**src/rtl/f32_mult.sv**
```systemverilog
`default_nettype none
// ============================================================================
// f32_mult : sequential binary32 multiplier, 24-cycle shift-add, RNE, FTZ
// Revision : 1.0
// ============================================================================
module f32_mult (
    input  logic        clk,
    input  logic        rst_n,
    input  logic [31:0] a,
    input  logic [31:0] b,
    input  logic        start,
    output logic        done,
    output logic [31:0] p,
    output logic        underflow_o,
    output logic        overflow_o
);

    localparam logic [2:0] S_IDLE   = 3'd0;
    localparam logic [2:0] S_UNPACK = 3'd1;
    localparam logic [2:0] S_MULT   = 3'd2;
    localparam logic [2:0] S_NORM   = 3'd3;
    localparam logic [2:0] S_DONE   = 3'd4;
    localparam logic [31:0] QNAN    = 32'h7FC0_0000;

    logic [2:0]  state_q, state_d;
    logic [31:0] a_q, a_d, b_q, b_d;
    logic        sign_q, sign_d;
    logic [7:0]  ea_q, ea_d, eb_q, eb_d;
    logic [47:0] mcand_q, mcand_d;
    logic [23:0] mplier_q, mplier_d;
    logic [47:0] acc_q, acc_d;
    logic [4:0]  cnt_q, cnt_d;
    logic        nan_q, nan_d, inf_q, inf_d, zero_q, zero_d;
    logic [31:0] p_q, p_d;
    logic        done_q, done_d, ovf_q, ovf_d, unf_q, unf_d;

    // Operand classification, used only in UNPACK.
    logic a_zero, b_zero, a_inf, b_inf, a_nan, b_nan;
    always_comb begin
        a_zero = (a_q[30:23] == 8'd0);
        b_zero = (b_q[30:23] == 8'd0);
        a_inf  = (a_q[30:23] == 8'hFF) && (a_q[22:0] == 23'd0);
        b_inf  = (b_q[30:23] == 8'hFF) && (b_q[22:0] == 23'd0);
        a_nan  = (a_q[30:23] == 8'hFF) && (a_q[22:0] != 23'd0);
        b_nan  = (b_q[30:23] == 8'hFF) && (b_q[22:0] != 23'd0);
    end

    // Normalisation and round-to-nearest-even on the finished 48-bit product.
    logic [22:0] mant;
    logic        guard, rnd, sticky, round_up;
    logic [23:0] mant_rnd;
    logic [9:0]  exp_pre, exp_rnd;
    always_comb begin
        if (acc_q[47]) begin
            mant   = acc_q[46:24];
            guard  = acc_q[23];
            rnd    = acc_q[22];
            sticky = |acc_q[21:0];
        end else begin
            mant   = acc_q[45:23];
            guard  = acc_q[22];
            rnd    = acc_q[21];
            sticky = |acc_q[20:0];
        end
        round_up = guard & (rnd | sticky | mant[0]);
        mant_rnd = {1'b0, mant} + {23'd0, round_up};
        exp_pre  = {2'b00, ea_q} + {2'b00, eb_q} - 10'd127 + {9'd0, acc_q[47]};
        // A carry out leaves the fraction all-zero, so only the exponent moves.
        exp_rnd  = exp_pre + {9'd0, mant_rnd[23]};
    end

    always_comb begin
        state_d  = state_q;
        a_d      = a_q;
        b_d      = b_q;
        sign_d   = sign_q;
        ea_d     = ea_q;
        eb_d     = eb_q;
        mcand_d  = mcand_q;
        mplier_d = mplier_q;
        acc_d    = acc_q;
        cnt_d    = cnt_q;
        nan_d    = nan_q;
        inf_d    = inf_q;
        zero_d   = zero_q;
        p_d      = p_q;
        ovf_d    = ovf_q;
        unf_d    = unf_q;
        done_d   = 1'b0;
        case (state_q)
            S_IDLE: begin
                if (start) begin
                    a_d     = a;
                    b_d     = b;
                    p_d     = 32'd0;
                    ovf_d   = 1'b0;
                    unf_d   = 1'b0;
                    state_d = S_UNPACK;
                end
            end
            S_UNPACK: begin
                sign_d   = a_q[31] ^ b_q[31];
                ea_d     = a_q[30:23];
                eb_d     = b_q[30:23];
                mcand_d  = a_zero ? 48'd0 : {24'd0, 1'b1, a_q[22:0]};
                mplier_d = b_zero ? 24'd0 : {1'b1, b_q[22:0]};
                acc_d    = 48'd0;
                cnt_d    = 5'd0;
                nan_d    = a_nan | b_nan | (a_inf & b_zero) | (b_inf & a_zero);
                inf_d    = a_inf | b_inf;
                zero_d   = a_zero | b_zero;
                state_d  = S_MULT;
            end
            S_MULT: begin
                if (mplier_q[0]) acc_d = acc_q + mcand_q;
                mcand_d  = mcand_q << 1;
                mplier_d = mplier_q >> 1;
                cnt_d    = cnt_q + 5'd1;
                if (cnt_q == 5'd23) state_d = S_NORM;
            end
            S_NORM: begin
                ovf_d = 1'b0;
                unf_d = 1'b0;
                if (nan_q) begin
                    p_d = QNAN;
                end else if (inf_q) begin
                    p_d = {sign_q, 8'hFF, 23'd0};
                end else if (zero_q) begin
                    p_d = {sign_q, 31'd0};
                end else if ($signed(exp_rnd) >= $signed(10'sd255)) begin
                    p_d   = {sign_q, 8'hFF, 23'd0};
                    ovf_d = 1'b1;
                end else if ($signed(exp_rnd) <= $signed(10'sd0)) begin
                    p_d   = {sign_q, 31'd0};
                    unf_d = 1'b1;
                end else begin
                    p_d = {sign_q, exp_rnd[7:0], mant_rnd[22:0]};
                end
                done_d  = 1'b1;
                state_d = S_DONE;
            end
            S_DONE:  state_d = S_IDLE;
            default: state_d = S_IDLE;
        endcase
    end

    always_ff @(posedge clk or negedge rst_n) begin
        if (!rst_n) begin
            state_q  <= S_IDLE;
            a_q      <= 32'd0;
            b_q      <= 32'd0;
            sign_q   <= 1'b0;
            ea_q     <= 8'd0;
            eb_q     <= 8'd0;
            mcand_q  <= 48'd0;
            mplier_q <= 24'd0;
            acc_q    <= 48'd0;
            cnt_q    <= 5'd0;
            nan_q    <= 1'b0;
            inf_q    <= 1'b0;
            zero_q   <= 1'b0;
            p_q      <= 32'd0;
            done_q   <= 1'b0;
            ovf_q    <= 1'b0;
            unf_q    <= 1'b0;
        end else begin
            state_q  <= state_d;
            a_q      <= a_d;
            b_q      <= b_d;
            sign_q   <= sign_d;
            ea_q     <= ea_d;
            eb_q     <= eb_d;
            mcand_q  <= mcand_d;
            mplier_q <= mplier_d;
            acc_q    <= acc_d;
            cnt_q    <= cnt_d;
            nan_q    <= nan_d;
            inf_q    <= inf_d;
            zero_q   <= zero_d;
            p_q      <= p_d;
            done_q   <= done_d;
            ovf_q    <= ovf_d;
            unf_q    <= unf_d;
        end
    end

    assign done        = done_q;
    assign p           = p_q;
    assign overflow_o  = ovf_q;
    assign underflow_o = unf_q;

endmodule
`default_nettype wire

```
**config.mk**
```make
export PLATFORM = sky130hd
export DESIGN_NAME = f32_mult
export DESIGN_NICKNAME = d
export VERILOG_FILES = /design/src/rtl/f32_mult.sv
export SDC_FILE = /design/constraint.sdc
export NUM_CORES = 1
export LEC_CHECK = 0
export ABC_AREA = 1
export BUFFER_PORTS_ARGS = -buffer_cell sky130_fd_sc_hd__buf_2
export CAP_MARGIN = 40
export CORE_MARGIN = 4
export CORE_UTILIZATION = 45
export DETAILED_ROUTE_END_ITERATION = 10
export PLACE_DENSITY = 0.64
export SLEW_MARGIN = 20
export SYNTH_ARGS = -nofsm -noshare
export SYNTH_HDL_FRONTEND = slang
export SYNTH_SLANG_ARGS = --single-unit
```
**constraint.sdc**
```tcl
create_clock -name clk -period 3.5 [get_ports clk]
set_input_delay 0.35 -clock clk [delete_from_list [all_inputs] [get_ports clk]]
set_output_delay 0.35 -clock clk [all_outputs]
set_load 0.01 [all_outputs]
```
==> qor.csv <==
stage,metric,value,unit
die,fp.dieH,189.9,um
place,portBuffers,101,
cts,cts_tree,built,
yosys,synth_top_cell_by_area,dfrtp_1,
sta,fin_crit_sh,103.4,%
sta,finalSetupViolCount,27,
yosys,yosys.area_share.simple,25.41,%
drt,met2WireLength,19300,um
sta,fmax,276.3,MHz
power_and_ir_drop,vdd_drop_max,0.6494,mV
die,die_w,189.9,um
finish,multi_input_area,7557,um^2
power_and_ir_drop,power.leakage,8.670,nW
yosys,syn_nets,2139,
yosys,synth_top_area_share,41.52,%
die,core,32620,um^2
worst_hold_path,hold_path_depth,3,
global_routing,grt-ovfl-total,0,
finish,drive_gt1_share,15.95,%
drt,wire_per_inst,16.09,um
place,place_congestion,0.9805,
finish,num-fill-cells,3142,
cts,cts_sinks,247,
worst_setup_path,cp-end-kind,flip-flop,
die,start_util,45.63,%
power_and_ir_drop,power,15.09,mW
worst_setup_path,crit_arrival,4.05,ns
finish,fin_nets,2331,
finish,area_growth,20.52,%
cts,cts_root_buf,clkbuf_16,
yosys,yosys_warnings,0,
finish,n_antenna_cell,0,
worst_setup_path,cp.required,3.93,ns
sta,setup_ws,-0.1191,ns
cts,path_clk_slew,0.06,ns
yosys,synth_cell_type_count,55,
cts,insertion_delay,0.58,ns
worst_setup_path,crit_path_max_fanout,6,
yosys,muxShareOfSynthArea,0.7565,%
global_routing,grt_max_degree,99,
drt,drc,0,
sta,fin_crit,3.619,ns
sta,max_slew_margin,47.74,%
worst_hold_path,hold_class,in -> reg,
yosys,synthArstFlopShare,100.0,%
place,post-place-cells,2574,
outcome,status,finished with violations,
drt,drtPass1Iterations,6,
worst_setup_path,r2r-end,p[20],
cts,clock_path_buffers,3,
drt,highest_layer,met4,
worst_setup_path,path_class,reg -> reg,
global_routing,track_usage,23.35,%
yosys,netlist_top_cells_count,"nand2_1, inv_1, dfrtp_1, nor2_1, a21oi_1",
yosys,synthTopCellsByArea,"dfrtp_1, nand2_1, inv_1, ha_1, nor2_1",
cts,cts_made_buffers,28,
yosys,avgSynthCellArea,7.424,um^2
worst_setup_path,r2r.worst_path.cells,25,
yosys,ys.flop_type,dfrtp_1,
drt,routedLengthMet1,19960,um
sta,slew_viol_final,0,
yosys,synth-seq-cells,247,
yosys,synth.most_common_cell,nand2_1,
yosys,synth_area,14890,um^2
sta,hold_violations,0,
die,die_area,36050,um^2
worst_setup_path,start_kind,flip-flop,
worst_setup_path,crit_path_start,acc_q[47],
worst_setup_path,reg2reg_from,acc_q[47],
yosys,synth-xor-area-share,0.9414,%
cts,htreeDepth,1,
global_routing,grt_pass1_wl,69260,um
outcome,violations,setup timing,
finish,fin_cells,2661,
drt,wirelength,42820,um
global_routing,grt_pass1_vias,13420,
run,cap_violations,0,
sta,worst_slew_pin_slew,0.7839,ns
worst_setup_path,reg2reg_slack,-0.12,ns
drt,ant_nets,0,
yosys,synth-edff-count,0,
yosys,seq_area_frac_synth,41.52,%
yosys,synth_top_family_by_area,simple AND/OR/NAND/NOR gates,
die,row_count,66,
sta,rsz0062_at_grt,true,
yosys,synthAdderAreaFrac,5.783,%
sta,skew,0.03557,ns
place,hpwl,32470,um
die,ios,102,
global_routing,antenna_found_initial,0,
drt,drt_iter0_markers,1050,
drt,wl_met3,2158,um
worst_setup_path,crit_end,p[20],
drt,vias,13970,
drt,via_per_inst,5.250,
finish,regArea,6182,um^2
yosys,synth_compound_area_share,16.46,%
power_and_ir_drop,powerDensity,841.0,nW/um^2
yosys,synthCells,2005,
-- worst min path at each step --
stage,start,slack (ns),endpoint
final,b[19],0.02,b_q[19]
after global routing,b[1],0.01,b_q[1]
after CTS,b[2],0.0005,b_q[2]
after detailed placement,rst_n,0.44,p[2]
after global placement,rst_n,0.44,p[2]
after floorplan,rst_n,0.05,a_q[0]
-- logic make-up (layout without fill, tap and decap cells) --
family	count (synthesis)	count (layout)
multiplexers	10	10
buffers and inverters	347	559
adder cells (fa/ha/maj)	67	67
flip-flops	247	247
XOR/XNOR	16	16
AO/OA/AOI/OAI	422	422
AND/OR/NAND/NOR	896	898
-- per-stage QoR --
| stage | setup slack (ns) | area [um^2] | util, % | hold WS, ns | TNS (ns) |
|---|---|---|---|---|---|
| after global placement | -0.2082 | 16330 | 50.06 | 0.4363 | -4.600 |
| after floorplan | 0.04697 | 14890 | - | 0.05441 | 0 |
| final | -0.1191 | 17940 | 55.00 | 0.01819 | -1.699 |
| after CTS | 0.001017 | 17690 | 54.23 | 0.0004803 | 0 |
| after global routing | -0.3310 | 17940 | 55.00 | 0.01075 | -8.756 |
| after detailed placement | -0.2568 | 16390 | 50.24 | 0.4440 | -5.470 |
-- power breakdown --
part | switching (mW) | internal (mW) | total, mW
registers | 0.630 | 3.85 | 4.48
clock network | 1.27 | 1.85 | 3.12
logic | 4.71 | 2.78 | 7.49
-- layout by cell type, fill, tap and decap left out, types with 4 or more instances in the layout --
cell type	count
a21o_1	4
ha_1	64
clkbuf_8	7
nand2_1	489
mux2_2	10
nand2_2	14
o211ai_1	27
or2_2	7
o221ai_1	18
nand3_2	6
clkinv_1	4
o22ai_1	28
buf_2	100
nand3_1	67
inv_2	12
inv_1	274
nand4_1	29
nor3_1	26
o21ai_0	111
o311ai_0	6
xnor2_1	6
clkbuf_16	30
nor2_2	11
dfrtp_1	246
xor2_1	10
buf_6	9
clkinv_2	5
nor2_4	4
a31oi_1	4
a21oi_1	152
and2_1	4
dlygate4sd3_1	14
o21bai_1	7
o21ai_2	18
buf_4	83
o21ai_1	26
nor2_1	205
nand3b_1	4
nor4_1	14
-- per-layer routing --
layer,track usage [%],up-vias
li1,-,6983
met1,33.33,6544
met2,37.69,362
met3,2.679,81
met4,6.900,0
met5,0,-
-- cell type report --
type	instances	share of cell area [%]
clock buffer	37	4.485
clock inverter	15	1.081
inverter	292	6.138
multi-input combinational	1413	42.13
sequential	247	34.46
tap	442	3.083
timing repair buffer	215	8.627
-- state kept, by name, indices dropped and copies added, names as in the netlist, 8 cells and up --
| name | cells |
|---|---|
| ea_q | 8 |
| a_q | 32 |
| mcand_q | 48 |
| eb_q | 8 |
| p | 32 |
| mplier_q | 24 |
| b_q | 32 |
| acc_q | 48 |
-- critical path, cell delays in order (launching register included) --
cell,delay (ns)
dfrtp_2,0.46
buf_12,0.16
o21ai_4,0.16
nand2_2,0.10
nor2_4,0.15
nand3b_4,0.09
inv_2,0.07
nand2_4,0.05
nor4_4,0.13
nand4_1,0.14
nor2_2,0.13
fa_2,0.22
inv_2,0.04
fa_2,0.35
buf_6,0.13
nand2_2,0.06
nand2_2,0.06
nor3_2,0.13
nand3_2,0.09
nor2_2,0.10
nand3_2,0.13
nand2_8,0.13
nand2_8,0.07
nand3_4,0.15
buf_4,0.14
o21ai_2,0.04
-- timing repair --
item	4_1_cts	5_1_grt
hold buffers	14	0
buffers inserted	11	6
pin swaps	3	6
gates resized for setup	16	50
setup endpoints to repair	31	33
endpoints found under the hold margin	106	0
gates cloned	2	2
(Power assumes the default switching activity.)
